<file path="src/rtl/rmii_frame_tx.sv">
// RMII transmitter: on each accepted start, sends one Ethernet II frame
// (preamble/SFD, fixed header, sequence payload, CRC-32 FCS), then an inter-frame gap.
module rmii_frame_tx #(
  parameter logic [47:0] DST_MAC     = 48'hFFFF_FFFF_FFFF,
  parameter logic [47:0] SRC_MAC     = 48'h02_00_00_00_00_01,
  parameter logic [15:0] ETHERTYPE   = 16'h88B5,
  parameter int          PAYLOAD_LEN = 46,
  parameter int          IFG_CYCLES  = 48
) (
  input  logic        clk,
  input  logic        rst_n,
  input  logic        start,
  output logic [1:0]  txd,
  output logic        tx_en,
  output logic        busy,
  output logic        frame_done,
  output logic [15:0] frame_count
);

  localparam int PLEN = (PAYLOAD_LEN < 46) ? 46 : PAYLOAD_LEN;

  localparam logic [10:0] PRE_LAST = 11'd7;
  localparam logic [10:0] HDR_LAST = 11'd13;
  localparam logic [10:0] PAY_LAST = 11'(PLEN - 1);
  localparam logic [10:0] FCS_LAST = 11'd3;
  localparam logic [10:0] IFG_LAST = 11'(IFG_CYCLES - 1);

  localparam logic [111:0] HDR = {DST_MAC, SRC_MAC, ETHERTYPE};

  localparam logic [2:0] S_IDLE = 3'd0;
  localparam logic [2:0] S_PRE  = 3'd1;
  localparam logic [2:0] S_HDR  = 3'd2;
  localparam logic [2:0] S_PAY  = 3'd3;
  localparam logic [2:0] S_FCS  = 3'd4;
  localparam logic [2:0] S_IFG  = 3'd5;

  // Reflected CRC-32, two bits per step, bit 0 of the dibit first.
  function automatic logic [31:0] crc_dibit(input logic [31:0] c, input logic [1:0] d);
    logic [31:0] r;
    r = c;
    for (int i = 0; i < 2; i++) begin
      if (r[0] ^ d[i]) r = (r >> 1) ^ 32'hEDB8_8320;
      else             r = r >> 1;
    end
    return r;
  endfunction

  logic [2:0]  state_q, state_d;
  logic [10:0] byte_q, byte_d;
  logic [1:0]  dib_q, dib_d;
  logic [31:0] crc_q, crc_d;
  logic [7:0]  seq_q, seq_d;
  logic [15:0] cnt_q, cnt_d;
  logic        done_q, done_d;
  logic        busy_q, busy_d;
  logic        tx_en_q, tx_en_d;
  logic [1:0]  txd_q, txd_d;
  logic [10:0] last_b;
  logic [2:0]  nxt;
  logic [7:0]  cur_byte;

  always_comb begin
    state_d  = state_q;
    byte_d   = byte_q;
    dib_d    = dib_q;
    crc_d    = crc_q;
    seq_d    = seq_q;
    cnt_d    = cnt_q;
    done_d   = 1'b0;
    last_b   = PRE_LAST;
    nxt      = S_HDR;
    cur_byte = 8'h00;

    case (state_q)
      S_HDR:   begin last_b = HDR_LAST; nxt = S_PAY; end
      S_PAY:   begin last_b = PAY_LAST; nxt = S_FCS; end
      S_FCS:   begin last_b = FCS_LAST; nxt = S_IFG; end
      default: ;
    endcase

    case (state_q)
      S_IDLE: if (start) begin
        state_d = S_PRE;
        byte_d  = '0;
        dib_d   = '0;
        crc_d   = 32'hFFFF_FFFF;
      end
      S_PRE, S_HDR, S_PAY, S_FCS: begin
        dib_d = dib_q + 2'd1;
        if (dib_q == 2'd3) begin
          if (byte_q == last_b) begin
            state_d = nxt;
            byte_d  = '0;
          end else begin
            byte_d = byte_q + 11'd1;
          end
        end
        // The dibit currently on the wire is folded into the CRC.
        if (state_q == S_HDR || state_q == S_PAY) crc_d = crc_dibit(crc_q, txd_q);
      end
      S_IFG: begin
        if (byte_q == IFG_LAST) begin
          state_d = S_IDLE;
          byte_d  = '0;
        end else begin
          byte_d = byte_q + 11'd1;
        end
      end
      default: state_d = S_IDLE;
    endcase

    if (state_d == S_IFG && byte_d == IFG_LAST) begin
      done_d = 1'b1;
      cnt_d  = cnt_q + 16'd1;
      seq_d  = seq_q + 8'd1;
    end

    // Output registers carry the dibit for the position being entered.
    case (state_d)
      S_PRE:   cur_byte = (byte_d == PRE_LAST) ? 8'hD5 : 8'h55;
      S_HDR:   cur_byte = 8'(HDR >> {4'd13 - byte_d[3:0], 3'b000});
      S_PAY:   cur_byte = seq_q + byte_d[7:0];
      S_FCS:   cur_byte = 8'(~crc_d >> {byte_d[1:0], 3'b000});
      default: ;
    endcase

    tx_en_d = (state_d == S_PRE) || (state_d == S_HDR) || (state_d == S_PAY) || (state_d == S_FCS);
    txd_d   = tx_en_d ? 2'(cur_byte >> {dib_d, 1'b0}) : 2'b00;
    busy_d  = (state_d != S_IDLE);
  end

  always_ff @(posedge clk) begin
    if (!rst_n) begin
      state_q <= S_IDLE;
      byte_q  <= '0;
      dib_q   <= '0;
      seq_q   <= '0;
      cnt_q   <= '0;
      done_q  <= 1'b0;
      busy_q  <= 1'b0;
      tx_en_q <= 1'b0;
      txd_q   <= '0;
    end else begin
      state_q <= state_d;
      byte_q  <= byte_d;
      dib_q   <= dib_d;
      seq_q   <= seq_d;
      cnt_q   <= cnt_d;
      done_q  <= done_d;
      busy_q  <= busy_d;
      tx_en_q <= tx_en_d;
      txd_q   <= txd_d;
    end
  end

  // CRC is pure datapath; it is seeded on every accepted start.
  always_ff @(posedge clk) begin
    crc_q <= crc_d;
  end

  assign txd         = txd_q;
  assign tx_en       = tx_en_q;
  assign busy        = busy_q;
  assign frame_done  = done_q;
  assign frame_count = cnt_q;

endmodule
</file>
<file path="config.mk">
export PLATFORM = sky130hd
export DESIGN_NAME = rmii_frame_tx
export DESIGN_NICKNAME = d
export VERILOG_FILES = /design/src/rtl/rmii_frame_tx.sv
export SDC_FILE = /design/constraint.sdc
export NUM_CORES = 1
export LEC_CHECK = 0
export BUFFER_PORTS_ARGS = -buffer_cell sky130_fd_sc_hd__buf_2
export CAP_MARGIN = 20
export CORE_UTILIZATION = 41
export DETAILED_ROUTE_END_ITERATION = 8
export SLEW_MARGIN = 20
export SYNTH_ARGS = -nofsm -noshare
export SYNTH_HDL_FRONTEND = slang
export SYNTH_SLANG_ARGS = --single-unit
</file>
<file path="constraint.sdc">
create_clock -name clk -period 4.2 [get_ports clk]
set_clock_uncertainty 0.1 [all_clocks]
set_input_delay 0.63 -clock clk [delete_from_list [all_inputs] [get_ports clk]]
set_output_delay 0.63 -clock clk [all_outputs]
set_load 0.005 [all_outputs]
</file>
==> impl_results.md, run 1 <==
- Detailed Routing Iterations Pass 1: 6
- Critical Path RT: 4.33 ns
- Post-route cell area: 6010 um^2
- # IOs: 24
- Worst setup EP type: register
- Period minus WS final: 4.00 ns
- PortBufs: 23
- Synth Area per Inst: 7.84 um^2
- DRC: 0
- Clock sink total: 77
- Via count: 5,042
- Final std cells w/o fill: 871
- Largest net degree at the start of global routing: 36
- Register area share after synthesis: 0.302
- Synth cell types: 74
- Worst setup margin: 0.203 ns
- Chip Height: 114 um
- Hold WC Path Type: reg2reg
- P per Cell Area: 264 nW/um^2
- Die W: 114 um
- Placed cells: 850
- CTS H-tree lvls: 3
- Gr usage total: 0.238
- Worst path most repeated cell: ha_1
- Slowest CP cell: or4b_4
- Post-DP HPWL: 10,700 um
- Drt via density: 5.79
- Synthesized instance count: 651
- WL final: 14,800 um
- Type of the worst setup path: reg2reg
- Antenna Nets Post-Route: 0
- Number of global-route vias before repair: 4,829
- Fin. Hold Viols: 0
- CTS Buffer Depth: 2
- Share of cells above drive strength 1: 0.186
- Endpoints failing setup: 0
- Post-synth EDFFs: 0
- Fmax: 250 MHz
- Num CTS Buffers: 9
- Final Max Slew Viols: 0
- Initial antenna violation count: 0
- CP max stage delay: 0.60 ns
- Startpoint class of the critical path: register
- Crit-path max FO: 7
- Hold_buf cts: 0
- Max-Cap Viols: 0
- Post-DP Area: 5610 um^2
- Avg WL per Cell: 17.0 um
- Synth Net Count: 669
- Clock latency on the worst-skew pair: 0.35 ns
- Final worst-path cycle share: 0.952
- YS warnings: 0
- CTS tree: built
- Total congestion overflow: 0
- Worst vdd ir: 0.000264 V
- Top FF cell, synth: dfxtp_1
- Drt initial violations: 347
- First-pass GRT wire length: 24,100 um
- Worst-margin pin slew: 0.968 ns
- Post-layout util: 0.499
- Mapped Area: 5100 um^2
- Pleak: 0.00241 uW
- Core box area: 12,100 um^2
- Final Wtd Congestion: 0.898
- Worst Path Arrival: 4.13 ns
- Clock-pin slew of the registers on the worst-case setup and hold paths: 0.06 ns
- Row cnt: 40
- Max_slew headroom: 0.350
- Number of synthesized register bits: 77
- Initial Utilization: 0.423
- Nets@finish: 717
- Post-synth ARST share: 0
- Status: completed
- Diode count: 0
- Total die area: 12,900 um^2
- Layout area overhead: 17.8%
- Root buf cell: clkbuf_16
- Worst-path cell chain: or4b_4 > nor3_4 > buf_4 > o22ai_1 > a21oi_1 > o221ai_2 > ha_1 > inv_1 > ha_1 > nor2_1 > nor3_1 > mux2_4 > a21bo_2 > a221o_1 > a211oi_1 > or4_1 > o31ai_1
- Place WS: -0.0124 ns
routing by layer:
layer / track usage / wire length (um) / vias up
li1: - / - / 2464
met5: 0 / 0 / -
met4: 0.0904 / 341 / 0
met1: 0.305 / 6660 / 2390
met2: 0.396 / 7020 / 161
met3: 0.0430 / 774 / 27
worst paths after layout:
kind                               startpoint                     endpoint  slack, ns  depth (start not counted)
hold reg to reg   frame_count[1]$_SDFFE_PN0P_  frame_count[1]$_SDFFE_PN0P_       0.38                          2
hold / removal    frame_count[1]$_SDFFE_PN0P_  frame_count[1]$_SDFFE_PN0P_       0.38                          2
setup reg to reg         byte_q[7]$_SDFF_PN0_            txd[1]$_SDFF_PN0_       0.20                         17
setup / recovery         byte_q[7]$_SDFF_PN0_            txd[1]$_SDFF_PN0_       0.20                         17
placed cells by master, fill, tap and decap left out, types with 5 or more instances in the layout:
master      n
nor2b_1     6
ha_1       14
nor2_1     46
a221oi_1    6
xor2_1     14
or2_2       6
o21a_1      6
nand3_1    27
clkbuf_16   9
and2_1     14
and3_1     10
nand2b_1    7
a211oi_1    5
buf_2      23
or3_1      11
xnor2_1    22
a31oi_1     7
a21oi_1    47
nand2_1    71
o211ai_1   11
mux2i_1    16
dfxtp_1    75
o21ai_0    27
nor3_1     19
inv_1      27
o22a_1      6
a21o_1      6
nand4_1    16
buf_4      51
power by group:
group	leakage (uW)	total (uW)	internal, uW	switching [uW]
registers	0.000624	741	736	5.11
clock network	0.000129	700	411	289
logic	0.00165	144	57.1	87.1
layout make-up:
cell class                      count  area (um^2)
Clock inverter                      2         10.0
Timing Repair Buffer               75          509
Fill cell                        1167         6050
Clock buffer                       13          250
Inverter                           29          109
Sequential cell                    77         1540
Tap cell                          168          210
Multi-Input combinational cell    507         3380
kinds of logic after synthesis:
logic type,count (synthesis),synth area share
AND/OR/NAND/NOR,263,0.272
AO/OA/AOI/OAI,172,0.229
flip-flops,77,0.302
buffers and inverters,67,0.0539
XOR/XNOR,36,0.0618
multiplexers,21,0.0422
adder cells (fa/ha/maj),15,0.0382
registers in the layout (all words and copies together), names as in the netlist:
name         cells
busy             1
seq_q            8
frame_done       1
state_q          3
tx_en            1
crc_q           32
frame_count     16
byte_q          11
txd              2
dib_q            2
cell usage after synthesis, types with 4 or more instances:
cell | count | area (um^2)
a211oi_1 | 6 | 45.0
a21boi_0 | 4 | 30.0
a21o_1 | 6 | 45.0
a21oi_1 | 48 | 240
a221oi_1 | 7 | 61.3
a31o_2 | 4 | 35.0
a31oi_1 | 7 | 43.8
and2_1 | 14 | 87.6
and3_1 | 10 | 62.6
clkbuf_1 | 32 | 120
dfxtp_1 | 77 | 1540
ha_1 | 14 | 175
inv_1 | 27 | 101
mux2_2 | 4 | 45.0
mux2i_1 | 17 | 170
nand2_1 | 71 | 267
nand2b_1 | 7 | 43.8
nand3_1 | 27 | 135
nand4_1 | 16 | 100
nor2_1 | 48 | 180
nor2b_1 | 7 | 43.8
nor3_1 | 19 | 95.1
nor4_1 | 5 | 31.3
o211ai_1 | 11 | 82.6
o21a_1 | 6 | 45.0
o21ai_0 | 28 | 140
o22a_1 | 6 | 52.6
o31ai_1 | 4 | 30.0
or2_2 | 6 | 37.5
or3_1 | 11 | 68.8
xnor2_1 | 22 | 193
xor2_1 | 14 | 123
stage by stage:
step	total power (uW)	hold WS, ns	setup TNS [ns]
after global placement	893	0.366	0
after floorplan	848	0.355	0
final	1580	0.378	0
after global routing	1640	0.426	-0.0364
after detailed placement	894	0.373	-0.0124
after CTS	1590	0.382	0
critical path: cells and delay by family, from the launching register on:
| family | cells | cell delay (ns) |
|---|---|---|
| and+or+nand+nor | 5 | 1.24 |
| adders and majority gates | 2 | 0.44 |
| DFF | 1 | 0.37 |
| muxes | 1 | 0.31 |
| AOI/OAI and AO/OA | 7 | 1.19 |
| buffers and inverters | 2 | 0.22 |
what timing repair did:
| item | CTS | global route |
|---|---|---|
| pin swaps | 0 | 5 |
| setup endpoints to repair | 1 | 2 |
| gates resized for setup | 1 | 25 |
| setup buffers | 0 | 6 |
Power figures use the tool's default switching activity.
==> run 2, diff against run 1 <==
--- a/config.mk
+++ b/config.mk
@@ -7,8 +7,9 @@
 export LEC_CHECK = 0
 export BUFFER_PORTS_ARGS = -buffer_cell sky130_fd_sc_hd__buf_2
 export CAP_MARGIN = 20
-export CORE_UTILIZATION = 41
+export CORE_UTILIZATION = 33
 export DETAILED_ROUTE_END_ITERATION = 8
+export REMOVE_ABC_BUFFERS = 1
 export SLEW_MARGIN = 20
 export SYNTH_ARGS = -nofsm -noshare
 export SYNTH_HDL_FRONTEND = slang
==> run 2 against run 1 <==
- sequential share of layout area fell by 0.48 points
- clock-buffer cell count fell by 3
- critical path type unchanged
- clock power rose by 28%
- non-clock buffer count rose by 6
- sequential cell count did not move
- highest routed layer unchanged
- combinational power barely moved
- largest cell class unchanged
- die area rose by 24%
- critical path depth rose by 1
==> impl_results.md, run 2 (same netlist as run 1, synthesis figures left out) <==
- Status: completed
- Post-DP HPWL: 11,400 um
- Worst path bufs/invs: 2
- First-pass GRT wire length: 25,200 um
- P per Cell Area: 290 nW/um^2
- Initial antenna violation count: 0
- Crit-path max FO: 9
- Post-layout util: 0.406
- Critical Path RT: 4.33 ns
- Top delay family on crit path: compound AO/OA/AOI/OAI gates
- Core box area: 15,100 um^2
- Slowest CP cell: dfxtp_1
- Total congestion overflow: 0
- Fin. Hold Viols: 0
- Worst-margin pin slew: 0.915 ns
- Worst path most repeated cell: ha_1
- Drt via density: 5.65
- Clock network fraction of total power: 0.501
- Max_slew headroom: 0.386
- Max FFs per register: 32
- Internal power: 1380 uW
- Period minus WS final: 4.00 ns
- Share of cells above drive strength 1: 0.196
- Final worst-path cycle share: 0.952
- Most frequent cells in the layout: 72 x dfxtp_1, 71 x nand2_1, 57 x buf_4, 47 x nor2_1, 47 x a21oi_1
- Worst setup EP type: register
- Type of the worst setup path: reg2reg
- P_sw: 405 uW
- # IOs: 24
- Most common cell after layout, fill and taps aside: dfxtp_1
- Fin Hold WS: 0.379 ns
- Initial Utilization: 0.337
- Post-CTS Setup Bufs: 0
- Clock sink total: 77
- Seq pwr share: 0.416
- Largest net degree at the start of global routing: 36
- Comb pwr share: 0.083
- Nets@finish: 723
- Worst-path cell chain: ha_2 > nor4bb_4 > a21oi_1 > a211o_1 > buf_4 > a21oi_2 > o221ai_2 > ha_1 > inv_1 > ha_1 > nor2_1 > nor4_1 > mux2_4 > and3_1 > a221oi_2 > a32o_1 > o31a_1 > o31ai_1
- Clock latency on the worst-skew pair: 0.34 ns
- Antenna Nets Post-Route: 0
- Total power: 1780 uW
- Worst vdd ir: 0.000207 V
- Gr usage total: 0.197
- Startpoint class of the critical path: register
- CP max stage delay: 0.36 ns
- Worst Path Arrival: 4.13 ns
- Via count: 5,077
- Chip Height: 126 um
- Drt initial violations: 318
- Max-Cap Viols: 0
- FF-to-FF setup slack: 0.20 ns
- Diode count: 0
- Switching Share: 0.227
- Avg WL per Cell: 17.0 um
- Number of global-route vias before repair: 5,002
- Final Wtd Congestion: 0.960
- Pleak: 0.00247 uW
- CTS Buffer Depth: 2
- Detailed Routing Iterations Pass 1: 5
- Final Max Slew Viols: 0
- Row cnt: 45
- Num CTS Buffers: 9
- Hold_buf cts: 0
- Root buf cell: clkbuf_16
- WL final: 15,300 um
- Largest Register: crc_q
- Hold WC Path Type: reg2reg
- Die W: 126 um
- CTS tree: built
- PortBufs: 23
- DRC: 0
- Endpoints failing setup: 0
- Clock-pin slew of the registers on the worst-case setup and hold paths: 0.06 ns
- CTS H-tree lvls: 3
- Total die area: 16,000 um^2
- Layout area overhead: 20.6%
- Fmax: 250 MHz
-- run 2: layer usage --
metal / wire [um] / up-vias / global-route usage
met1: 7090 / 2425 / 0.250
met5: 0 / - / 0
met2: 7160 / 149 / 0.333
li1: - / 2479 / -
met3: 683 / 24 / 0.0354
met4: 342 / 0 / 0.0737
-- run 2: worst register-to-register path: cells and delay by family (launching register included) --
kind            cells  cell delay (ns)
buf+inv             2             0.26
fa+ha+maj           3             0.66
simple gates        4             0.77
flops               1             0.36
compound gates      8             1.43
mux                 1             0.31
-- run 2: layout make-up --
| class | count | area, um^2 |
|---|---|---|
| Inverter | 29 | 109 |
| Fill cell | 1529 | 8990 |
| Clock inverter | 6 | 111 |
| Multi-Input combinational cell | 507 | 3370 |
| Timing Repair Buffer | 81 | 554 |
| Tap cell | 188 | 235 |
| Clock buffer | 10 | 229 |
| Sequential cell | 77 | 1550 |
-- run 2: path summary, 6_finish.rpt --
path | from | to | cells past startpoint
setup reg to reg | dib_q[1]$_SDFF_PN0_ | txd[0]$_SDFF_PN0_ | 18
hold reg to reg | seq_q[7]$_SDFFE_PN0P_ | seq_q[7]$_SDFFE_PN0P_ | 2
setup / recovery | dib_q[1]$_SDFF_PN0_ | txd[0]$_SDFF_PN0_ | 18
hold / removal | seq_q[7]$_SDFFE_PN0P_ | seq_q[7]$_SDFFE_PN0P_ | 2
-- run 2: power groups by stage --
stage          logic, uW  registers, uW  clock network [uW]
2_1_floorplan       87.2            758                   0
6_report             147            741                 894
3_3_place_gp         141            758                   0
4_1_cts              142            741                 910
5_1_grt              160            742                 933
3_5_place_dp         142            757                   0
-- run 2: timing repair --
action	in CTS	in global routing
resized for setup	3	23
endpoints found under the setup margin	2	2
pin swaps	0	3
cloned	0	0
endpoints found under the hold margin	0	0
-- run 2: per-stage QoR --
stage | worst slack, ns | area [um^2] | TNS, ns | instances
detailed placement | -0.0963 | 5720 | -0.118 | 882
CTS | 0.0109 | 6070 | 0 | 898
global placement | -0.00327 | 5720 | -0.00461 | 882
floorplan | -0.958 | 4940 | -4.24 | 613
global route | -0.0492 | 6150 | -0.0492 | 898
finish | 0.201 | 6150 | 0 | 898
==> run 3, diff against run 2 <==
--- a/config.mk
+++ b/config.mk
@@ -9,6 +9,8 @@
 export CAP_MARGIN = 20
 export CORE_UTILIZATION = 33
 export DETAILED_ROUTE_END_ITERATION = 8
+export HOLD_SLACK_MARGIN = 0.08
+export RECOVER_POWER = 50
 export REMOVE_ABC_BUFFERS = 1
 export SLEW_MARGIN = 20
 export SYNTH_ARGS = -nofsm -noshare
==> constraint.sdc (replaced) <==
create_clock -name clk -period 4.1 [get_ports clk]
set_clock_uncertainty 0.1 [all_clocks]
set_input_delay 0.615 -clock clk [delete_from_list [all_inputs] [get_ports clk]]
set_output_delay 0.615 -clock clk [all_outputs]
set_load 0.005 [all_outputs]
==> run 3 against run 2 <==
- power decreased by 3.7%
- clock-buffer cell count unchanged
- die area unchanged
- critical endpoint is now txd[1]$_SDFF_PN0_
- clock power decreased by 10%
- sequential power grew 2%
- routed wire length decreased by 1.7%
- register-to-register slack worse by 0.07 ns
- first-iteration DRC count down 6.0%
==> impl_results.md, run 3 (same netlist as run 1, synthesis figures left out) <==
- FF-to-FF setup slack: 0.13 ns
- Status: completed
- Seq pwr share: 0.442
- Worst setup path start: dib_q[0]$_SDFF_PN0_
- P_sw: 413 uW
- PortBufs: 23
- Worst setup margin: 0.135 ns
- Switching Share: 0.241
- HP Start: frame_count[1]$_SDFFE_PN0P_
- Root buf cell: clkbuf_16
- Met3 Resource Use GR: 0.0439
- Total die area: 16,000 um^2
- Clock-pin slew of the registers on the worst-case setup and hold paths: 0.06 ns
- Detailed Routing Iterations Pass 1: 7
- Place WS: -0.0728 ns
- Worst setup EP type: register
- Total congestion overflow: 0
- Critical Path RT: 4.26 ns
- First-pass GRT wire length: 25,300 um
- Worst vdd ir: 0.000297 V
- Initial antenna violation count: 0
- Number of global-route vias before repair: 4,961
- Worst Path Arrival: 4.12 ns
- Crit-path max FO: 7
- FF+latch area: 1550 um^2
- DRC: 0
- Final Wtd Congestion: 0.942
- Fmax: 252 MHz
- Endpoints failing setup: 0
- Period minus WS final: 3.97 ns
- R2r startpoint: dib_q[0]$_SDFF_PN0_
- Startpoint class of the critical path: register
- Post-DP Area: 5800 um^2
- Nets@finish: 735
- Share of cells above drive strength 1: 0.207
- Hold_buf cts: 0
- Multi-input gate area: 3410 um^2
- Max_slew headroom: 0.416
- CTS Buffer Depth: 2
- # IOs: 24
- R2R cell count: 18
- Layout area overhead: 22.0%
- Largest Register: crc_q
- Clock network fraction of total power: 0.469
- Worst hold stages: 2
- Reg2reg end: txd[1]$_SDFF_PN0_
- Most frequent cells in the layout: 71 x nand2_1, 71 x dfxtp_1, 67 x buf_4, 46 x nor2_1, 46 x a21oi_1
- Pleak: 0.00248 uW
- Worst Hold End: frame_count[1]$_SDFFE_PN0P_
- Routing usage on met2: 0.319
- Comb pwr share: 0.089
- WL final: 15,000 um
- Final Max Slew Viols: 0
- Hold WC Path Type: reg2reg
- Num CTS Buffers: 9
- CTS tree: built
- Diode count: 0
- Met1 Use GR: 0.261
- Antenna Nets Post-Route: 0
- Chip Height: 126 um
- Max FFs per register: 32
- Type of the worst setup path: reg2reg
- Max-Cap Viols: 0
- P per Cell Area: 276 nW/um^2
- Post-route cell area: 6230 um^2
- Initial Utilization: 0.337
- Internal power: 1300 uW
- Final worst-path cycle share: 0.967
- Drt initial violations: 299
- Drt via density: 5.61
- Avg WL per Cell: 16.5 um
- Clock sink total: 77
- Fill cell count: 1,491
- Row cnt: 45
- Post-DP HPWL: 11,200 um
- Gr busiest metal: met2
- Fin. Hold Viols: 0
- CTS H-tree lvls: 3
- Gr usage total: 0.198
- Clock latency on the worst-skew pair: 0.35 ns
- Die W: 126 um
- Via count: 5,099
- Worst-margin pin slew: 0.870 ns
- Largest net degree at the start of global routing: 36
- Core box area: 15,100 um^2
==> run 3: changes by cell type in the layout (fill, tap and decap cells not counted), sizes merged <==
| cell | delta |
|---|---|
| bufinv | -2 |
| clkbuf | +12 |
| inv | +2 |
| clkinv | -1 |
==> run 3: layout make-up <==
| type | instances | share of cell area |
|---|---|---|
| clock buffer | 10 | 0.0384 |
| multi-input combinational | 507 | 0.548 |
| timing repair buffer | 93 | 0.100 |
| tap | 188 | 0.0378 |
| sequential | 77 | 0.249 |
| clock inverter | 5 | 0.00965 |
| inverter | 29 | 0.0175 |
==> run 3: power by group through the flow <==
stage,clock [uW],sequential (uW),combinational [uW]
3_3_place_gp,0,775,146
5_1_grt,854,759,167
4_1_cts,817,758,148
3_5_place_dp,0,775,147
2_1_floorplan,0,777,89.3
6_report,805,759,153
==> run 3: timing repair <==
action,CTS,global route
pin swaps,0,9
setup endpoints to repair,2,2
setup buffers,0,2
resized for setup,4,33
==> run 3: metrics by stage <==
step / power [uW] / setup TNS (ns) / hold WS, ns / cells / util
final: 1720 / 0 / 0.386 / 909 / 0.411
after global routing: 1780 / -0.0773 / 0.421 / 909 / 0.411
after CTS: 1720 / 0 / 0.390 / 907 / 0.403
after detailed placement: 921 / -0.135 / 0.382 / 892 / 0.383
after global placement: 920 / 0 / 0.368 / 892 / 0.383
after floorplan: 866 / -6.15 / 0.355 / 613 / -
==> run 3: how the worst max path moves through the flow <==
| stage | slack (ns) | end | depth (start not counted) |
|---|---|---|---|
| 2_1_floorplan | -1.06 | txd[0]$_SDFF_PN0_ | 14 |
| 3_3_place_gp | 0.06 | txd[1]$_SDFF_PN0_ | 17 |
| 3_5_place_dp | -0.07 | txd[0]$_SDFF_PN0_ | 15 |
| 4_1_cts | 0.03 | txd[0]$_SDFF_PN0_ | 19 |
| 5_1_grt | -0.04 | txd[1]$_SDFF_PN0_ | 18 |
| 6_report | 0.13 | txd[1]$_SDFF_PN0_ | 18 |
==> run 3: layer usage <==
layer	wire, um	up-vias	part of all wire
met3	821	25	0.055
met1	7030	2414	0.47
li1	-	2505	-
met2	6870	155	0.46
met5	0	-	0
met4	286	0	0.019
==> run 3: worst max-delay path, stage by stage (launching register included) <==
cell	delay [ns]
dfxtp_1	0.34
ha_2	0.21
buf_4	0.13
nor2b_1	0.18
a21oi_1	0.12
or4b_1	0.51
o2bb2ai_2	0.16
inv_1	0.08
ha_1	0.14
inv_1	0.06
ha_1	0.30
nor2_2	0.06
nor4_2	0.19
mux2_4	0.25
nand2_1	0.07
o311ai_2	0.24
a21boi_0	0.12
or4_1	0.53
o31ai_1	0.08
